--- src/rtl/alu_pkg.sv ---
// alu_pkg: shared constants for the sequential Game Boy ALU.
//   - 5-bit opcode encodings (ADD..ADDW, 21-31 illegal)
//   - bit positions of Z/N/H/C inside the 4-bit F register
//   - FSM state encoding for alu_seq
package alu_pkg;

  localparam logic [4:0] OP_ADD  = 5'd0;
  localparam logic [4:0] OP_ADC  = 5'd1;
  localparam logic [4:0] OP_SUB  = 5'd2;
  localparam logic [4:0] OP_SBC  = 5'd3;
  localparam logic [4:0] OP_AND  = 5'd4;
  localparam logic [4:0] OP_OR   = 5'd5;
  localparam logic [4:0] OP_XOR  = 5'd6;
  localparam logic [4:0] OP_CP   = 5'd7;
  localparam logic [4:0] OP_RLC  = 5'd8;
  localparam logic [4:0] OP_RRC  = 5'd9;
  localparam logic [4:0] OP_RL   = 5'd10;
  localparam logic [4:0] OP_RR   = 5'd11;
  localparam logic [4:0] OP_SLA  = 5'd12;
  localparam logic [4:0] OP_SRA  = 5'd13;
  localparam logic [4:0] OP_SWAP = 5'd14;
  localparam logic [4:0] OP_SRL  = 5'd15;
  localparam logic [4:0] OP_DAA  = 5'd16;
  localparam logic [4:0] OP_CPL  = 5'd17;
  localparam logic [4:0] OP_SCF  = 5'd18;
  localparam logic [4:0] OP_CCF  = 5'd19;
  localparam logic [4:0] OP_ADDW = 5'd20;

  localparam int FLAG_Z = 3;
  localparam int FLAG_N = 2;
  localparam int FLAG_H = 1;
  localparam int FLAG_C = 0;

  typedef enum logic [1:0] {
    ST_IDLE    = 2'd0,
    ST_EXEC_HI = 2'd1,
    ST_DONE    = 2'd2
  } state_t;

endpackage

--- src/rtl/alu_slice.sv ---
// alu_slice: combinational DATA_W-wide ALU slice.
//   a, b  : operands            op   : opcode (alu_pkg)
//   cin   : carry-in, used only by ADDW (high pass of the wide add)
//   fin   : current F register {Z,N,H,C}
//   res   : slice result        z/n/h/c : new flag values
//   cout  : carry out of the MSB of a+b+cin (latched between ADDW passes)
// Ops that leave a flag untouched pass the fin bit through, so the caller can
// write all four flags unconditionally. Illegal opcodes return a, flags = fin.
// HALF_BIT must be below DATA_W.
module alu_slice
  import alu_pkg::*;
#(
  parameter int DATA_W   = 8,
  parameter int HALF_BIT = 4
) (
  input  logic [DATA_W-1:0] a,
  input  logic [DATA_W-1:0] b,
  input  logic [4:0]        op,
  input  logic              cin,
  input  logic [3:0]        fin,
  output logic [DATA_W-1:0] res,
  output logic              z,
  output logic              n,
  output logic              h,
  output logic              c,
  output logic              cout
);

  localparam int HW = DATA_W / 2;

  logic              ci;
  logic [DATA_W:0]   sum;
  logic [DATA_W:0]   dif;
  logic              hc_add;
  logic              hc_sub;

  always_comb begin
    unique case (op)
      OP_ADC, OP_SBC: ci = fin[FLAG_C];
      OP_ADDW:        ci = cin;
      default:        ci = 1'b0;
    endcase
    sum = {1'b0, a} + {1'b0, b} + (DATA_W+1)'(ci);
    dif = {1'b0, a} - {1'b0, b} - (DATA_W+1)'(ci);
    // Carry/borrow into bit HALF_BIT recovered from the sum bit itself.
    hc_add = sum[HALF_BIT] ^ a[HALF_BIT] ^ b[HALF_BIT];
    hc_sub = dif[HALF_BIT] ^ a[HALF_BIT] ^ b[HALF_BIT];
  end

  assign cout = sum[DATA_W];

  always_comb begin
    res = a;
    z   = fin[FLAG_Z];
    n   = fin[FLAG_N];
    h   = fin[FLAG_H];
    c   = fin[FLAG_C];
    unique case (op)
      OP_ADD, OP_ADC: begin
        res = sum[DATA_W-1:0];
        z = ~|res; n = 1'b0; h = hc_add; c = sum[DATA_W];
      end
      OP_SUB, OP_SBC, OP_CP: begin
        // CP keeps A as the result but flags reflect the subtraction.
        res = (op == OP_CP) ? a : dif[DATA_W-1:0];
        z = ~|dif[DATA_W-1:0]; n = 1'b1; h = hc_sub; c = dif[DATA_W];
      end
      OP_AND: begin res = a & b; z = ~|res; n = 1'b0; h = 1'b1; c = 1'b0; end
      OP_OR:  begin res = a | b; z = ~|res; n = 1'b0; h = 1'b0; c = 1'b0; end
      OP_XOR: begin res = a ^ b; z = ~|res; n = 1'b0; h = 1'b0; c = 1'b0; end
      OP_RLC:  begin res = {a[DATA_W-2:0], a[DATA_W-1]};      c = a[DATA_W-1]; end
      OP_RRC:  begin res = {a[0], a[DATA_W-1:1]};             c = a[0];        end
      OP_RL:   begin res = {a[DATA_W-2:0], fin[FLAG_C]};      c = a[DATA_W-1]; end
      OP_RR:   begin res = {fin[FLAG_C], a[DATA_W-1:1]};      c = a[0];        end
      OP_SLA:  begin res = {a[DATA_W-2:0], 1'b0};             c = a[DATA_W-1]; end
      OP_SRA:  begin res = {a[DATA_W-1], a[DATA_W-1:1]};      c = a[0];        end
      OP_SWAP: begin res = {a[HW-1:0], a[DATA_W-1:HW]};       c = 1'b0;        end
      OP_SRL:  begin res = {1'b0, a[DATA_W-1:1]};             c = a[0];        end
      OP_DAA: begin
        // BCD correction is only meaningful for byte-wide slices; other
        // widths fall back to the illegal-op behaviour (defaults above).
        if (DATA_W == 8) begin
          if (!fin[FLAG_N]) begin
            if (fin[FLAG_C] || a > DATA_W'(8'h99)) begin
              res = res + DATA_W'(8'h60);
              c   = 1'b1;
            end
            if (fin[FLAG_H] || a[3:0] > 4'h9) res = res + DATA_W'(8'h06);
          end else begin
            if (fin[FLAG_C]) res = res - DATA_W'(8'h60);
            if (fin[FLAG_H]) res = res - DATA_W'(8'h06);
          end
          z = ~|res; h = 1'b0;
        end
      end
      OP_CPL:  begin res = ~a; n = 1'b1; h = 1'b1; end
      OP_SCF:  begin n = 1'b0; h = 1'b0; c = 1'b1; end
      OP_CCF:  begin n = 1'b0; h = 1'b0; c = ~fin[FLAG_C]; end
      OP_ADDW: begin
        // Z untouched; H/C only matter from the high pass.
        res = sum[DATA_W-1:0]; n = 1'b0; h = hc_add; c = sum[DATA_W];
      end
      default: ;
    endcase
    if (op inside {[OP_RLC:OP_SRL]}) begin
      z = ~|res; n = 1'b0; h = 1'b0;
    end
  end

endmodule

--- src/rtl/alu_seq.sv ---
// alu_seq: registered, valid/ready Game Boy ALU owning the F register.
//   clk, rst          : clock, asynchronous active-high reset
//   inValid/inReady   : request handshake (inReady only in IDLE)
//   opcode            : operation (alu_pkg OP_*)
//   operandA/operandB : 2*DATA_W operands; narrow ops use the low slice
//   outValid/outReady : result handshake (outValid only in DONE)
//   result            : 2*DATA_W result, narrow results zero-extended
//   flags             : F = {Z,N,H,C}
// Optional build macro ALU_FLAG_LOAD_EN adds flagLoad/flagIn (POP AF): in IDLE
// a load overrides F, and an op accepted on the same edge sees the loaded F.
// Narrow ops are computed directly from the live operands on the accept edge;
// ADDW uses the same slice twice, latching the low carry between passes.
module alu_seq
  import alu_pkg::*;
#(
  parameter int         DATA_W     = 8,
  parameter int         HALF_BIT   = 4,
  parameter logic [3:0] FLAG_RESET = 4'h0
) (
  input  logic                clk,
  input  logic                rst,
  input  logic                inValid,
  output logic                inReady,
  input  logic [4:0]          opcode,
  input  logic [2*DATA_W-1:0] operandA,
  input  logic [2*DATA_W-1:0] operandB,
  output logic                outValid,
  input  logic                outReady,
  output logic [2*DATA_W-1:0] result,
  output logic [3:0]          flags
`ifdef ALU_FLAG_LOAD_EN
  ,
  input  logic                flagLoad,
  input  logic [3:0]          flagIn
`endif
);

  state_t            state, state_nxt;
  logic              accept;
  logic [3:0]        f_q, f_eff;
  logic [DATA_W-1:0] ahi_q, bhi_q;
  logic              carry_q;

  logic [DATA_W-1:0] s_a, s_b, s_res;
  logic [4:0]        s_op;
  logic              s_cin, s_z, s_n, s_h, s_c, s_cout;

  assign accept = inValid && inReady;
  assign flags  = f_q;

`ifdef ALU_FLAG_LOAD_EN
  assign f_eff = (flagLoad && state == ST_IDLE) ? flagIn : f_q;
`else
  assign f_eff = f_q;
`endif

  // state register
  always_ff @(posedge clk or posedge rst) begin
    if (rst) state <= ST_IDLE;
    else     state <= state_nxt;
  end

  // next state
  always_comb begin
    state_nxt = state;
    unique case (state)
      ST_IDLE:    if (accept) state_nxt = (opcode == OP_ADDW) ? ST_EXEC_HI : ST_DONE;
      ST_EXEC_HI: state_nxt = ST_DONE;
      ST_DONE:    if (outReady) state_nxt = ST_IDLE;
      default:    state_nxt = ST_IDLE;
    endcase
  end

  // outputs and slice input steering
  always_comb begin
    inReady  = (state == ST_IDLE);
    outValid = (state == ST_DONE);
    if (state == ST_EXEC_HI) begin
      s_a   = ahi_q;
      s_b   = bhi_q;
      s_op  = OP_ADDW;
      s_cin = carry_q;
    end else begin
      s_a   = operandA[DATA_W-1:0];
      s_b   = operandB[DATA_W-1:0];
      s_op  = opcode;
      s_cin = 1'b0;
    end
  end

  alu_slice #(
    .DATA_W   (DATA_W),
    .HALF_BIT (HALF_BIT)
  ) u_slice (
    .a    (s_a),
    .b    (s_b),
    .op   (s_op),
    .cin  (s_cin),
    .fin  (f_eff),
    .res  (s_res),
    .z    (s_z),
    .n    (s_n),
    .h    (s_h),
    .c    (s_c),
    .cout (s_cout)
  );

  // datapath: result, F, ADDW high-pass operands and carry
  always_ff @(posedge clk or posedge rst) begin
    if (rst) begin
      result  <= '0;
      f_q     <= FLAG_RESET;
      ahi_q   <= '0;
      bhi_q   <= '0;
      carry_q <= 1'b0;
    end else begin
      unique case (state)
        ST_IDLE: begin
          // f_eff already carries any same-cycle flag load.
          f_q <= (accept && opcode != OP_ADDW) ? {s_z, s_n, s_h, s_c} : f_eff;
          if (accept) begin
            result  <= {{DATA_W{1'b0}}, s_res};
            ahi_q   <= operandA[2*DATA_W-1:DATA_W];
            bhi_q   <= operandB[2*DATA_W-1:DATA_W];
            carry_q <= s_cout;
          end
        end
        ST_EXEC_HI: begin
          result[2*DATA_W-1:DATA_W] <= s_res;
          f_q <= {s_z, s_n, s_h, s_c};
        end
        default: ;
      endcase
    end
  end

endmodule

--- config.mk ---
export PLATFORM = sky130hd
export DESIGN_NAME = alu_seq
export DESIGN_NICKNAME = d
export VERILOG_FILES = /design/src/rtl/alu_pkg.sv /design/src/rtl/alu_slice.sv /design/src/rtl/alu_seq.sv
export SDC_FILE = /design/constraint.sdc
export NUM_CORES = 1
export LEC_CHECK = 0
export ABC_AREA = 1
export BUFFER_PORTS_ARGS = -buffer_cell sky130_fd_sc_hd__buf_4
export CORE_UTILIZATION = 61
export CTS_CLUSTER_SIZE = 40
export DETAILED_ROUTE_END_ITERATION = 10
export PLACE_DENSITY = 0.82
export SLEW_MARGIN = 15
export SYNTH_ARGS = -nofsm -noshare
export SYNTH_HDL_FRONTEND = slang
export SYNTH_SLANG_ARGS = --single-unit
--- constraint.sdc ---
create_clock -name clk -period 5.8 [get_ports clk]
set_input_delay 0.58 -clock clk [delete_from_list [all_inputs] [get_ports clk]]
set_output_delay 0.58 -clock clk [all_outputs]
set_load 0.01 [all_outputs]
# After elaboration in Yosys (flattened, before gate mapping)

Index checks and enable logic that the tools add are counted.
Widths: inputs -> output; s select.

Flip-flop bits (word level): 39
Latch bits: 0
Bits in writable memories: 0
Memory bits (read-only): 0
Output and inout bits: 22
Memories: 0

Add/subtract/negate cells: 8
Multiply operators: 0
Divide/modulo/power cells: 0
Order comparisons: 4
Eq/ne operators: 27
Shift-type cells: 0
Multiplexer cells: 34
Bitwise logic cells: 9
Reduce and logical (&&, ||, !) cells: 37

Operators by type and width:

| kind                | count |
|---|---|
| $pmux 8 s15         | 1 |
| $mux 8              | 13 |
| $reduce_or 8->1     | 8 |
| $eq 5x4->1 const B  | 8 |
| $eq 5x5->1 const B  | 6 |
| $eq 5x3->1 const B  | 4 |
| $mux 16             | 1 |
| $pmux 8 s2          | 1 |
| $reduce_or 4->1     | 3 |
| $eq 5x2->1 const B  | 2 |
| $add 8x8->9         | 1 |
| $add 9x1->9         | 1 |
| $reduce_or 3->1     | 3 |
| $sub 8x8->9         | 1 |
| $sub 9x1->9         | 1 |
| $add 8x3->8 const B | 1 |
| $add 8x7->8 const B | 1 |
| $and 8x8->8         | 1 |
| $gt 8x8->1 const B  | 1 |
| $not 8->8           | 1 |
| $or 8x8->8          | 1 |
| $pmux 1 s8          | 1 |
| $pmux 4 s2          | 1 |
| $reduce_and 2->1    | 4 |
| other kinds (29)    | 53 |

# Depth between registers and ports, before layout

Word-level depth: 17
Gate-level depth with buffers: 30
Gate-level depth less buffers: 29

# Cells and area by module

A second synthesis with hierarchy kept.

Cell total of the unflattened synthesis: 771
Area, all modules: 4,814.6 um^2

By module, submodules not included:

| module    | times used | cells an instance | area an instance (um^2) |
|---|---|---|---|
| alu_slice | 1          | 554               | 2,936.6 |
| alu_seq   | 1          | 217               | 1,878.1 |

# Least setup slack after synthesis

OpenSTA, ideal clock, no wires.

Path kind: register to register
Start: register state[1]
End: register f_q[3], in the netlist flags[3]
Setup time: 0.066 ns
Data arrival time: 3.569 ns
Required time: 5.734 ns
Slack: 2.165 ns
Cell stages (with the launch flop): 30
Path buffers: 3
Clock period less this slack: 3.635 ns
Cell sequence: dfrtp_1 > inv_2 > nand2_4 > buf_12 > buf_12 > buf_6 > o21ai_0 > inv_1 > xor2_1 > inv_1 > ha_1 > inv_1 > nand2_1 > inv_1 > fa_1 > nand2_1 > a21oi_1 > xor2_1 > nor2_1 > nor2_1 > nand3_1 > o21ai_2 > nand2_1 > nor2_1 > nand2_1 > nor2_1 > nand3_1 > nand2_1 > nand2_1 > nand2_1

Longest elaborated chain between the ends: 17
Elaborated cells on any way between the ends: 84

Ends and longest elaborated chain:

| element                                            | RTL line                          | source |
|---|---|---|
| start, declared                                    | alu_seq.sv:38                     | `state_t state, state_nxt;` |
| start signal, assigned                             | alu_seq.sv:60                     | `else state <= state_nxt;` |
| $eq 2x1->1                                         | alu_seq.sv:78, alu_seq.sv:117     |  |
| $mux 8                                             | alu_seq.sv:78                     | `if (state == ST_EXEC_HI) begin` |
| $gt 8x8->1                                         | alu_slice.sv:84                   | `if (fin[FLAG_C] \|\| a > DATA_W'(8'h99)) begin` |
| $logic_or 1x1->1                                   | alu_slice.sv:84                   |  |
| $mux 8                                             | alu_slice.sv:84                   |  |
| $mux 8                                             | alu_slice.sv:83                   | `if (!fin[FLAG_N]) begin` |
| $mux 8                                             | alu_slice.sv:58                   | `unique case (op)` |
| $add 8x3->8                                        | alu_slice.sv:88                   | `if (fin[FLAG_H] \|\| a[3:0] > 4'h9) res = res + DATA_W'(8'h06);` |
| $mux 8                                             | alu_slice.sv:88                   |  |
| $mux 8                                             | alu_slice.sv:83                   |  |
| $mux 8                                             | alu_slice.sv:58                   |  |
| $pmux 8 s15 or $reduce_or 8->1 (tied branches)     | alu_slice.sv:58, alu_slice.sv:93  |  |
| $reduce_or 8->1 or $logic_not 1->1 (tied branches) | alu_slice.sv:106, alu_slice.sv:93 |  |
| $logic_not 1->1 or $pmux 1 s6 (tied branches)      | alu_slice.sv:106, alu_slice.sv:58 |  |
| $mux 1                                             | alu_slice.sv:105                  | `if (op inside {[OP_RLC:OP_SRL]}) begin` |
| $mux 4                                             | alu_seq.sv:120                    | `f_q <= (accept && opcode != OP_ADDW) ? {s_z, s_n, s_h, s_c} : f_eff;` |
| $pmux 4 s2                                         | alu_seq.sv:117                    | `unique case (state)` |
| end signal, assigned                               | alu_seq.sv:120                    |  |
| end signal, assigned                               | alu_seq.sv:130                    | `f_q <= {s_z, s_n, s_h, s_c};` |
| end, declared                                      | alu_seq.sv:40                     | `logic [3:0] f_q, f_eff;` |

Several ways; a longest one is shown, not always the timed one. The select of a mux whose other input is x is not followed.
A chain may end at the register's enable or synchronous reset.

# Worst setup path after layout

Start: register state[0]
End: register f_q[3], in the netlist flags[3]

The elaborated chain is that of the path after synthesis.

==> metrics.md <==
| Metric | Value |
|---|---|
| Leading cell type by number of instances after synthesis | nand2_1 |
| Final Setup Violations | 0 |
| Max IR drop VDD | 0.181 mV |
| Syn nets | 860 |
| Max incr delay on CP | 0.54 ns |
| Pre-CTS setup slack | 1.56 ns |
| Tightest Pin Transition | 0.863 ns |
| H-tree Lvls | 2 |
| Share of cells above drive strength 1 | 18.2% |
| Core footprint | 7810 um2 |
| R2r setup slk | 1.40 ns |
| Clk Tree Root Cell | clkbuf_8 |
| Post-Syn Instances | 783 |
| Number of synthesized flops with an enable pin | 0 |
| Top cells by count, synth | nand2_1, inv_1, nor2_1 |
| Antenna violations before repair | 0 |
| Share of the synthesized area in the top cell type | 19.7% |
| Hold_ws | 0.393 ns |
| Critical Path Fanout Max | 47 |
| Largest net degree at the start of global routing | 48 |
| Core Rows | 32 |
| Total Routing Usage GR | 41.9% |
| Post-synthesis async set-or-reset flop share | 100% |
| Worst-Skew Late Latency | 0.30 ns |
| Seq pwr share | 31.3% |
| Clk slew on worst S/H paths | 0.08 ns |
| Ranking of synthesized cells by area | dfrtp_1, nand2_1, ha_1 |
| Tightest Hold Check Type | in -> async |
| CTS Buf Count | 5 |
| CTS Hold Bufs | 0 |
| Sw Pwr | 0.000543 W |
| Comb pwr share | 49.8% |
| Register area share after synthesis | 19.7% |
| Clock power share | 18.9% |
| Worst setup EP type | flop |
| Drt first-iter violations | 728 |
| IO Count | 63 |
| Synth Warn # | 0 |
| F_max | 227 MHz |
| Fin worst setup slack | 1.40 ns |
| Die height | 92.1 um |
| Post-route clock period utilization | 75.9% |
| Yosys reg bits | 39 |
| N_diodes | 0 |
| Switch share | 44.7% |
| Number of global-route vias before repair | 5,332 |
| Syn_area_per_cell | 6.33 um2 |
| Bufs on Longest Clock Path | 2 |
| DR WL/cell | 18.4 um |
| Initial core utilization | 63.5% |
| Syn Std Cell Area | 4950 um2 |
| R2r startpoint | state[0] |
| Final Hold Fails | 0 |
| Post-DP HPWL | 13,500 um |
| Reg-to-Reg End | flags[3] |
| Register area | 976 um2 |
| Startpoint types | flop |
| PortBufs | 62 |
| RSZ-0062 raised after global routing | false |
| P_int | 0.000672 W |
| Placed Instances | 931 |
| Fin cells | 939 |
| Min cycle time layout | 4.40 ns |
| Final ANT Viol Nets | 0 |
| Worst setup path class | reg -> reg |
| Skew final | 0.00918 ns |
| CTS resizes | 0 |
| Setup TNS | 0 ns |
| Placer Congestion | 1.04 |
| Die area | 8490 um2 |
| Maxcap violations | 0 |
| WP data arrival | 4.64 ns |
| Setup Buffers After CTS | 0 |
| First-pass GRT wire length | 27,200 um |
| Sinks on Clock Net | 39 |
| Most frequent cell on the critical path | nand2_1 |
| CTS tree | done |
| Slew headroom | 42.4% |
| Vias after detailed routing | 5,658 |
| Die width | 92.1 um |
| Post-layout nets | 913 |
| Leading area contributor after synthesis | dfrtp_1 |
| Residual DRC count | 0 |
| Unique cell type count in the Yosys netlist | 50 |
| Layout area overhead | 12.1% |
| Cell at the slowest stage of the critical path | nand2_4 |
| Total routed wirelength | 17,300 um |
| Main synth FF type | dfrtp_1 |
| Critical Path RT | 6.03 ns |
| Run status | finished clean |
| Slew Limit Fails | 0 |
| Power Density | 219 nW/um2 |
| Fillers | 665 |
| Leak | 3.01 nW |
| Via-per-instance ratio | 6.03 |
| Grt total ovfl | 0 |
| 1st-pass router iterations | 5 |
| Reg2Reg Depth | 28 |
| Multi-input logic area | 3460 um2 |
-- final cells by class --
class	count	share of cell area [%]
timing repair buffer	65	8.78
multi-input combinational	621	62.3
tap	102	2.30
clock buffer	5	1.24
inverter	104	7.07
clock inverter	3	0.788
sequential	39	17.6
-- power groups by stage --
stage	Sequential (W)	Clock [W]	Combinational, W
after global routing	0.000387	0.000240	0.000663
after CTS	0.000377	0.000231	0.000591
after global placement	0.000378	0	0.000570
after floorplan	0.000381	0	0.000380
final	0.000380	0.000230	0.000605
after detailed placement	0.000381	0	0.000585
-- layout by cell type (no fill, tap or decap), types with 2 or more instances in the layout --
master | netlist | final
nand2_2 | 18 | 18
o21ai_1 | 5 | 5
inv_1 | 91 | 91
xnor2_1 | 5 | 5
ha_1 | 33 | 33
nand2_8 | 2 | 2
o211ai_1 | 7 | 7
o21ai_2 | 2 | 2
clkbuf_8 | 0 | 5
a22oi_1 | 2 | 2
clkinv_1 | 2 | 2
nand4_1 | 17 | 17
o21ai_0 | 47 | 47
nand3_2 | 4 | 4
fa_1 | 3 | 3
o21bai_1 | 2 | 2
a21oi_1 | 17 | 17
o221ai_1 | 3 | 3
xor2_1 | 9 | 9
nor4_1 | 10 | 10
nand2_1 | 223 | 223
nor3_1 | 5 | 5
buf_4 | 2 | 65
nand3_1 | 68 | 68
nand3b_1 | 8 | 8
nor2_4 | 4 | 4
nor2_2 | 10 | 11
or2_2 | 9 | 9
nor2_1 | 79 | 78
nand2_4 | 14 | 14
a21o_1 | 2 | 2
dfrtp_1 | 39 | 39
inv_2 | 10 | 10
-- flip-flops by register name, indices dropped and copies added (netlist names) --
register / flops
result: 16
carry_q: 1
ahi_q: 8
bhi_q: 8
state: 2
flags: 4
-- metal layers --
layer | GRT usage (%) | vias up | wire length, um
met5 | 0 | - | 0
met1 | 53.7 | 2553 | 6710
met3 | 8.37 | 72 | 1940
met4 | 19.8 | 0 | 846
met2 | 67.5 | 402 | 7800
li1 | - | 2631 | -
-- cells by family (layout without fill, tap and decap cells) --
logic type / count (synthesis) / in the layout / synth area share [%]
and+or+nand+nor: 476 / 476 / 46.6
xor gates and xnor gates: 14 / 14 / 2.47
adders and majority gates: 36 / 36 / 9.55
buffers and inverters: 123 / 177 / 10.6
AOI/OAI and AO/OA: 94 / 94 / 10.9
DFF: 39 / 39 / 19.7
muxes: 1 / 1 / 0.202
-- worst max-delay path, delay by kind of cell, from the launching register on --
kind            cells  cell delay (ns)
simple gates       17             2.16
fa+ha+maj           2             0.53
flops               1             0.52
compound gates      3             0.46
xor+xnor            2             0.41
buf+inv             4             0.22
-- worst max-delay path by stage --
| stage | startpoint | endpoint | slack, ns | depth (start not counted) |
|---|---|---|---|---|
| detailed placement | state[0] | flags[3] | 1.56 | 25 |
| CTS | state[0] | flags[3] | 1.54 | 24 |
| floorplan | state[1] | flags[3] | 2.17 | 29 |
| global placement | state[0] | flags[3] | 1.69 | 28 |
| finish | state[0] | flags[3] | 1.40 | 28 |
| global route | state[0] | flags[3] | 1.08 | 28 |
-- through the flow --
stage | total power (W) | utilization [%] | area [um2]
after floorplan | 0.000761 | - | 4950
after global placement | 0.000948 | 69.7 | 5440
after detailed placement | 0.000967 | 69.7 | 5440
after CTS | 0.00120 | 71.2 | 5560
after global routing | 0.00129 | 71.2 | 5560
final | 0.00122 | 71.2 | 5560
(Power assumes the default switching activity.)
